$ cat config.mk
export PLATFORM = sky130hd
export DESIGN_NAME = kypd_scanner
export DESIGN_NICKNAME = d
export VERILOG_FILES = /design/src/rtl/kypd_scanner.sv
export SDC_FILE = /design/constraint.sdc
export NUM_CORES = 1
export LEC_CHECK = 0
export BUFFER_PORTS_ARGS = -buffer_cell sky130_fd_sc_hd__buf_4
export CORE_MARGIN = 5
export CORE_UTILIZATION = 25
export DETAILED_ROUTE_END_ITERATION = 16
export GPL_ROUTABILITY_DRIVEN = 1
export GPL_TIMING_DRIVEN = 0
export PLACE_DENSITY = 0.47
export SLEW_MARGIN = 20
export SYNTH_ARGS = -nofsm -noshare
export SYNTH_HDL_FRONTEND = slang
export SYNTH_SLANG_ARGS = --single-unit
$ cat constraint.sdc
create_clock -name clk -period 13.2 [get_ports clk]
set_input_delay 1.32 -clock clk [delete_from_list [all_inputs] [get_ports clk]]
set_output_delay 1.32 -clock clk [all_outputs]
set_load 0.01 [all_outputs]
$ cat src/rtl/kypd_scanner.sv
// Keypad column scanner for the PicoBlaze menu controller: drives one column low at a
// time, debounces whole 16-key snapshots and hands each new single-key press over with ready/ack.
module kypd_scanner #(
    parameter int SETTLE_CYCLES  = 1000,
    parameter int DEBOUNCE_SCANS = 4
) (
    input  logic       clk,
    input  logic       reset,
    input  logic [3:0] kypd_row,
    output logic [3:0] kypd_col,
    output logic [3:0] key_code,
    output logic       key_ready,
    input  logic       key_ack,
    output logic       key_down,
    output logic       key_overrun
);

    localparam int SW = (SETTLE_CYCLES > 1) ? $clog2(SETTLE_CYCLES) : 1;
    localparam int DW = $clog2(DEBOUNCE_SCANS + 1);
    localparam logic [SW-1:0] SETTLE_LAST = SW'(SETTLE_CYCLES - 1);
    localparam logic [DW-1:0] DEB_TARGET  = DW'(DEBOUNCE_SCANS);

    typedef enum logic [1:0] {
        ST_IDLE   = 2'd0,
        ST_DRIVE  = 2'd1,
        ST_SAMPLE = 2'd2
    } scan_state_e;

    typedef struct packed {
        logic       pressed;
        logic [3:0] code;
    } key_state_t;

    scan_state_e state, state_next;
    logic [SW-1:0] settle_cnt, settle_cnt_next;
    logic [1:0]    col_idx, col_idx_next;
    logic [3:0]    col_drive_next;

    logic [3:0]  row_meta, row_sync;
    logic [15:0] snapshot, snap_full;
    logic        scan_sample, scan_done;

    logic [4:0]  hit_count;
    logic [1:0]  hit_row, hit_col;
    key_state_t  scan_result;

    key_state_t  candidate, cand_next;
    key_state_t  stable, stable_next;
    logic [DW-1:0] deb_cnt, deb_cnt_next;
    logic        press_event;

    function automatic logic [3:0] key_map(input logic [1:0] row, input logic [1:0] col);
        logic [3:0] code;
        case ({row, col})
            4'h0: code = 4'h1;
            4'h1: code = 4'h2;
            4'h2: code = 4'h3;
            4'h3: code = 4'hA;
            4'h4: code = 4'h4;
            4'h5: code = 4'h5;
            4'h6: code = 4'h6;
            4'h7: code = 4'hB;
            4'h8: code = 4'h7;
            4'h9: code = 4'h8;
            4'hA: code = 4'h9;
            4'hB: code = 4'hC;
            4'hC: code = 4'h0;
            4'hD: code = 4'hF;
            4'hE: code = 4'hE;
            default: code = 4'hD;
        endcase
        return code;
    endfunction

    always_ff @(posedge clk) begin
        if (reset) begin
            row_meta <= 4'hF;
            row_sync <= 4'hF;
        end else begin
            row_meta <= kypd_row;
            row_sync <= row_meta;
        end
    end

    // The idle state gives one all-high cycle after reset so column 0 gets its full settle window.
    always_ff @(posedge clk) begin
        if (reset) begin
            state      <= ST_IDLE;
            settle_cnt <= '0;
            col_idx    <= 2'd0;
            kypd_col   <= 4'b1111;
        end else begin
            state      <= state_next;
            settle_cnt <= settle_cnt_next;
            col_idx    <= col_idx_next;
            kypd_col   <= col_drive_next;
        end
    end

    always_comb begin
        state_next      = state;
        settle_cnt_next = settle_cnt;
        col_idx_next    = col_idx;
        case (state)
            ST_IDLE: begin
                state_next      = ST_DRIVE;
                settle_cnt_next = '0;
            end
            ST_DRIVE: begin
                if (settle_cnt == SETTLE_LAST) begin
                    state_next      = ST_SAMPLE;
                    settle_cnt_next = '0;
                end else begin
                    settle_cnt_next = settle_cnt + SW'(1);
                end
            end
            ST_SAMPLE: begin
                state_next   = ST_DRIVE;
                col_idx_next = col_idx + 2'd1;
            end
            default: begin
                state_next = ST_IDLE;
            end
        endcase
        col_drive_next = (state_next == ST_IDLE) ? 4'b1111 : ~(4'b0001 << col_idx_next);
    end

    assign scan_sample = (state == ST_SAMPLE);
    assign scan_done   = scan_sample && (col_idx == 2'd3);

    // Snapshot bit c*4+r is set when row r read low while column c was driven.
    always_comb begin
        snap_full = snapshot;
        snap_full[{col_idx, 2'b00} +: 4] = ~row_sync;
    end

    always_ff @(posedge clk) begin
        if (reset) begin
            snapshot <= '0;
        end else if (scan_sample) begin
            snapshot <= snap_full;
        end
    end

    always_comb begin
        hit_count = '0;
        hit_row   = '0;
        hit_col   = '0;
        for (int i = 0; i < 16; i++) begin
            if (snap_full[i]) begin
                hit_count = hit_count + 5'd1;
                hit_col   = 2'(i / 4);
                hit_row   = 2'(i % 4);
            end
        end
        scan_result = '0;
        if (hit_count == 5'd1) begin
            scan_result.pressed = 1'b1;
            scan_result.code    = key_map(hit_row, hit_col);
        end
    end

    // Multi-key snapshots classify as NONE, so chords never reach the stable state.
    always_comb begin
        cand_next    = candidate;
        deb_cnt_next = deb_cnt;
        stable_next  = stable;
        press_event  = 1'b0;
        if (scan_done) begin
            if (scan_result == candidate) begin
                if (deb_cnt != DEB_TARGET) begin
                    deb_cnt_next = deb_cnt + DW'(1);
                end
            end else begin
                cand_next    = scan_result;
                deb_cnt_next = DW'(1);
            end
            if ((deb_cnt_next == DEB_TARGET) && (cand_next != stable)) begin
                stable_next = cand_next;
                press_event = cand_next.pressed;
            end
        end
    end

    always_ff @(posedge clk) begin
        if (reset) begin
            candidate <= '0;
            stable    <= '0;
            deb_cnt   <= '0;
        end else begin
            candidate <= cand_next;
            stable    <= stable_next;
            deb_cnt   <= deb_cnt_next;
        end
    end

    // A press arriving together with an ack replaces the acknowledged code instead of overrunning.
    always_ff @(posedge clk) begin
        if (reset) begin
            key_code    <= 4'h0;
            key_ready   <= 1'b0;
            key_overrun <= 1'b0;
        end else if (press_event) begin
            if (!key_ready || key_ack) begin
                key_code    <= stable_next.code;
                key_ready   <= 1'b1;
                key_overrun <= 1'b0;
            end else begin
                key_overrun <= 1'b1;
            end
        end else if (key_ack && key_ready) begin
            key_ready   <= 1'b0;
            key_overrun <= 1'b0;
        end
    end

    assign key_down = stable.pressed;

endmodule

==> impl_metrics.tcl <==
set metrics [dict create \
    status "complete, no violations" \
    vias_per_cell 4.92 \
    synth_top_area_share_pct 24.0 \
    setup-violations-final 0 \
    syn_nets 667 \
    die_h_um 153 \
    ioPinCount 18 \
    die_x_um 153 \
    required_ns 13.41 \
    end_kind "register" \
    synthTopCellsByArea "dfxtp_1 24%, ha_1 6.4%, nor2_1 5.4%" \
    wl_per_cell_um 14.0 \
    cp_common_cell "ha_1" \
    fin_crit_ns 12.48 \
    yosysSeqAreaShare_pct 24.0 \
    syn2layout_area_growth_pct 17.6 \
    grt_max_degree 11 \
    yosysTopAreaCell "dfxtp_1" \
    startpoint_type "register" \
    cts_tree "done" \
    core_mm2 0.0201 \
    synth_area_per_cell_um2 8.01 \
    yosysMostFrequentCell "nor2_1" \
    ctsLongestPathBuffers 2 \
    powerDensity_mw_per_mm2 81.0 \
    dp_hpwl_um 9750 \
    synthTopCellsByCount "73 x nor2_1, 61 x dfxtp_1, 44 x nand2_1, 41 x a21oi_1, 27 x inv_1" \
    ys.flop_type "dfxtp_1" \
    clk_latency_ns 0.33 \
    worstPathMaxFanout 10 \
    holdCritPathClass "reg2reg" \
    drv_cap 0 \
    max_stage_delay_ns 0.60 \
    max_slew_margin_pct 49.5 \
    drtIter0Drc 155 \
    globalRouteOverflowTotal 0 \
    drtPass1Iterations 4 \
    syn_inst 634 \
    crit_start "col_idx[0]" \
    grt_usage_pct 11.5 \
    internal-power_mw 0.359 \
    die_area_mm2 0.0233 \
    cts_made_buffers 9 \
    multi_input_area_mm2 0.00372 \
    worstMarginPinSlew_ns 0.753 \
    synth_cell_types 84 \
    leakagePower_nw 2.16 \
    worstSetupPathType "reg2reg" \
    seq_power_share_pct 38.8 \
    crit_arrival_ns 12.69 \
    reg2reg_depth 58 \
    drc 0 \
    total_power_mw 0.484 \
    rrSetupSlack_ns 0.72 \
    routabilityCongestion 0.734 \
    cts_hold_buf 0 \
    antenna_violating_nets_post_route 0 \
    ir_drop_uv 53.0 \
    synth_edf_count 0 \
    io_buffers 17 \
    drv_slew 0 \
    syn_area_mm2 0.00508 \
    timing.rr.end "stable[3]" \
    max_freq_mhz 80.1 \
    vias 4643 \
    clock_skew_ns 0.00500 \
    ys_warn_count 0 \
    rows 52 \
    post-route-period-util_pct 94.5 \
    hold_viol 0 \
    p_clk_share_pct 47.7 \
    drive_gt1_share_pct 14.0 \
    finalSetupTns_ns 0 \
    cts_root_buf "clkbuf_16" \
    seq_area_mm2 0.00122 \
    grt_first_pass_wirelength_um 22700 \
    crit-reg2reg-launch "col_idx[0]" \
    start_util_pct 25.3 \
    switching_share_pct 25.7 \
    cp_slowest_cell "or4_4" \
    synth-seq-cells 61 \
    cts.clk_slew.worst_paths_ns 0.06 \
    p_switching_mw 0.124 \
    diodes 0 \
    crit_end "stable[3]" \
    drt-total-wl_um 13200 \
    grt_pass1_vias 4563 \
    clock-sinks 61 \
    combPwrFrac_pct 13.6 \
    htree_levels 3 \
    postSynth.asyncResetShare_pct 0 \
    antenna_found_initial 0 \
    nFillCells 2188 \
    nets 701 \
]
how the worst min path moves through the flow:
stage | depth (start not counted) | slack [ns] | start | to
2_1_floorplan | 1 | 0.39 | row_meta[0] | row_sync[0]
3_3_place_gp | 1 | 0.39 | row_meta[3] | row_sync[3]
3_5_place_dp | 1 | 0.40 | row_meta[3] | row_sync[3]
4_1_cts | 1 | 0.41 | row_meta[3] | row_sync[3]
5_1_grt | 1 | 0.42 | row_meta[3] | row_sync[3]
6_report | 1 | 0.41 | row_meta[3] | row_sync[3]
critical path: cells and delay by family (launching register included):
family | cells | cell delay, ns
AO/OA/AOI/OAI | 14 | 2.16
XOR/XNOR | 3 | 0.39
adder cells (fa/ha/maj) | 15 | 4.43
buffers and inverters | 5 | 0.71
flip-flops | 1 | 0.37
multiplexers | 4 | 1.08
AND/OR/NAND/NOR | 17 | 3.24
power by group through the flow:
stage               sequential, mW  combinational, mW  clock [mW]
floorplan                    0.191             0.0477           0
global placement             0.191             0.0623           0
finish                       0.187             0.0656       0.231
detailed placement           0.191             0.0624           0
CTS                          0.187             0.0636       0.237
global route                 0.188             0.0739       0.247
flip-flops by register name, indices dropped and copies added (netlist names):
signal	count
candidate	5
row_meta	4
settle_cnt	10
key_code	4
key_down	1
col_idx	2
kypd_col	4
deb_cnt	3
state	2
stable	4
key_overrun	1
snapshot	16
row_sync	4
key_ready	1
metrics by stage:
| stage | util (%) | area [µm²] | setup slack (ns) | instances | hold slack, ns |
|---|---|---|---|---|---|
| 6_report | 29.7 | 5970 | 0.721 | 943 | 0.408 |
| 5_1_grt | 29.7 | 5970 | -0.0199 | 943 | 0.423 |
| 4_1_cts | 29.2 | 5870 | 0.0372 | 938 | 0.408 |
| 3_5_place_dp | 27.6 | 5550 | -0.631 | 921 | 0.396 |
| 3_3_place_gp | 27.6 | 5550 | -0.591 | 921 | 0.393 |
| 2_1_floorplan | - | 5080 | 0.913 | 634 | 0.389 |
final cells by class:
type	count	area share, %
Multi-Input combinational cell	518	62.2
Sequential cell	61	20.4
Tap cell	270	5.66
Clock buffer	12	3.96
Timing Repair Buffer	25	3.14
Buffer	26	2.01
Inverter	27	1.76
Clock inverter	4	0.817
layer usage:
| metal | share of wire (%) | up-vias | wire (µm) | track usage (%) |
|---|---|---|---|---|
| met4 | 1.3 | 0 | 168 | 3.48 |
| met1 | 50 | 2178 | 6630 | 15.5 |
| met5 | 0 | - | 0 | 0 |
| li1 | - | 2411 | - | - |
| met3 | 1.8 | 12 | 233 | 1.39 |
| met2 | 47 | 42 | 6120 | 19.2 |
kinds of logic after synthesis:
| logic type | count (synthesis) | share of synthesized area [%] |
|---|---|---|
| and+or+nand+nor | 265 | 28.7 |
| AOI/OAI and AO/OA | 166 | 23.9 |
| DFF | 61 | 24.0 |
| buffers and inverters | 55 | 4.28 |
| xor gates and xnor gates | 43 | 8.79 |
| adders and majority gates | 26 | 6.40 |
| muxes | 18 | 3.84 |
what timing repair did:
action,CTS,global route
endpoints found under the setup margin,14,16
pin swaps,1,4
resized for setup,7,16
cloned,0,0
setup buffers,2,6
placed cells by master (no fill, tap or decap), types with 11 or more instances in the layout:
master / n
nor2_1: 71
dfxtp_1: 61
nand2_1: 44
a21oi_1: 40
xnor2_1: 26
inv_1: 26
buf_4: 26
o21ai_0: 24
ha_1: 23
clkbuf_1: 21
nor3_1: 18
nand2b_1: 17
nor2b_1: 15
a211oi_1: 15
nand3_1: 14
and3_1: 11
xor2_1: 11
or2_2: 11
Note: power is estimated with default switching activity, not from simulation.
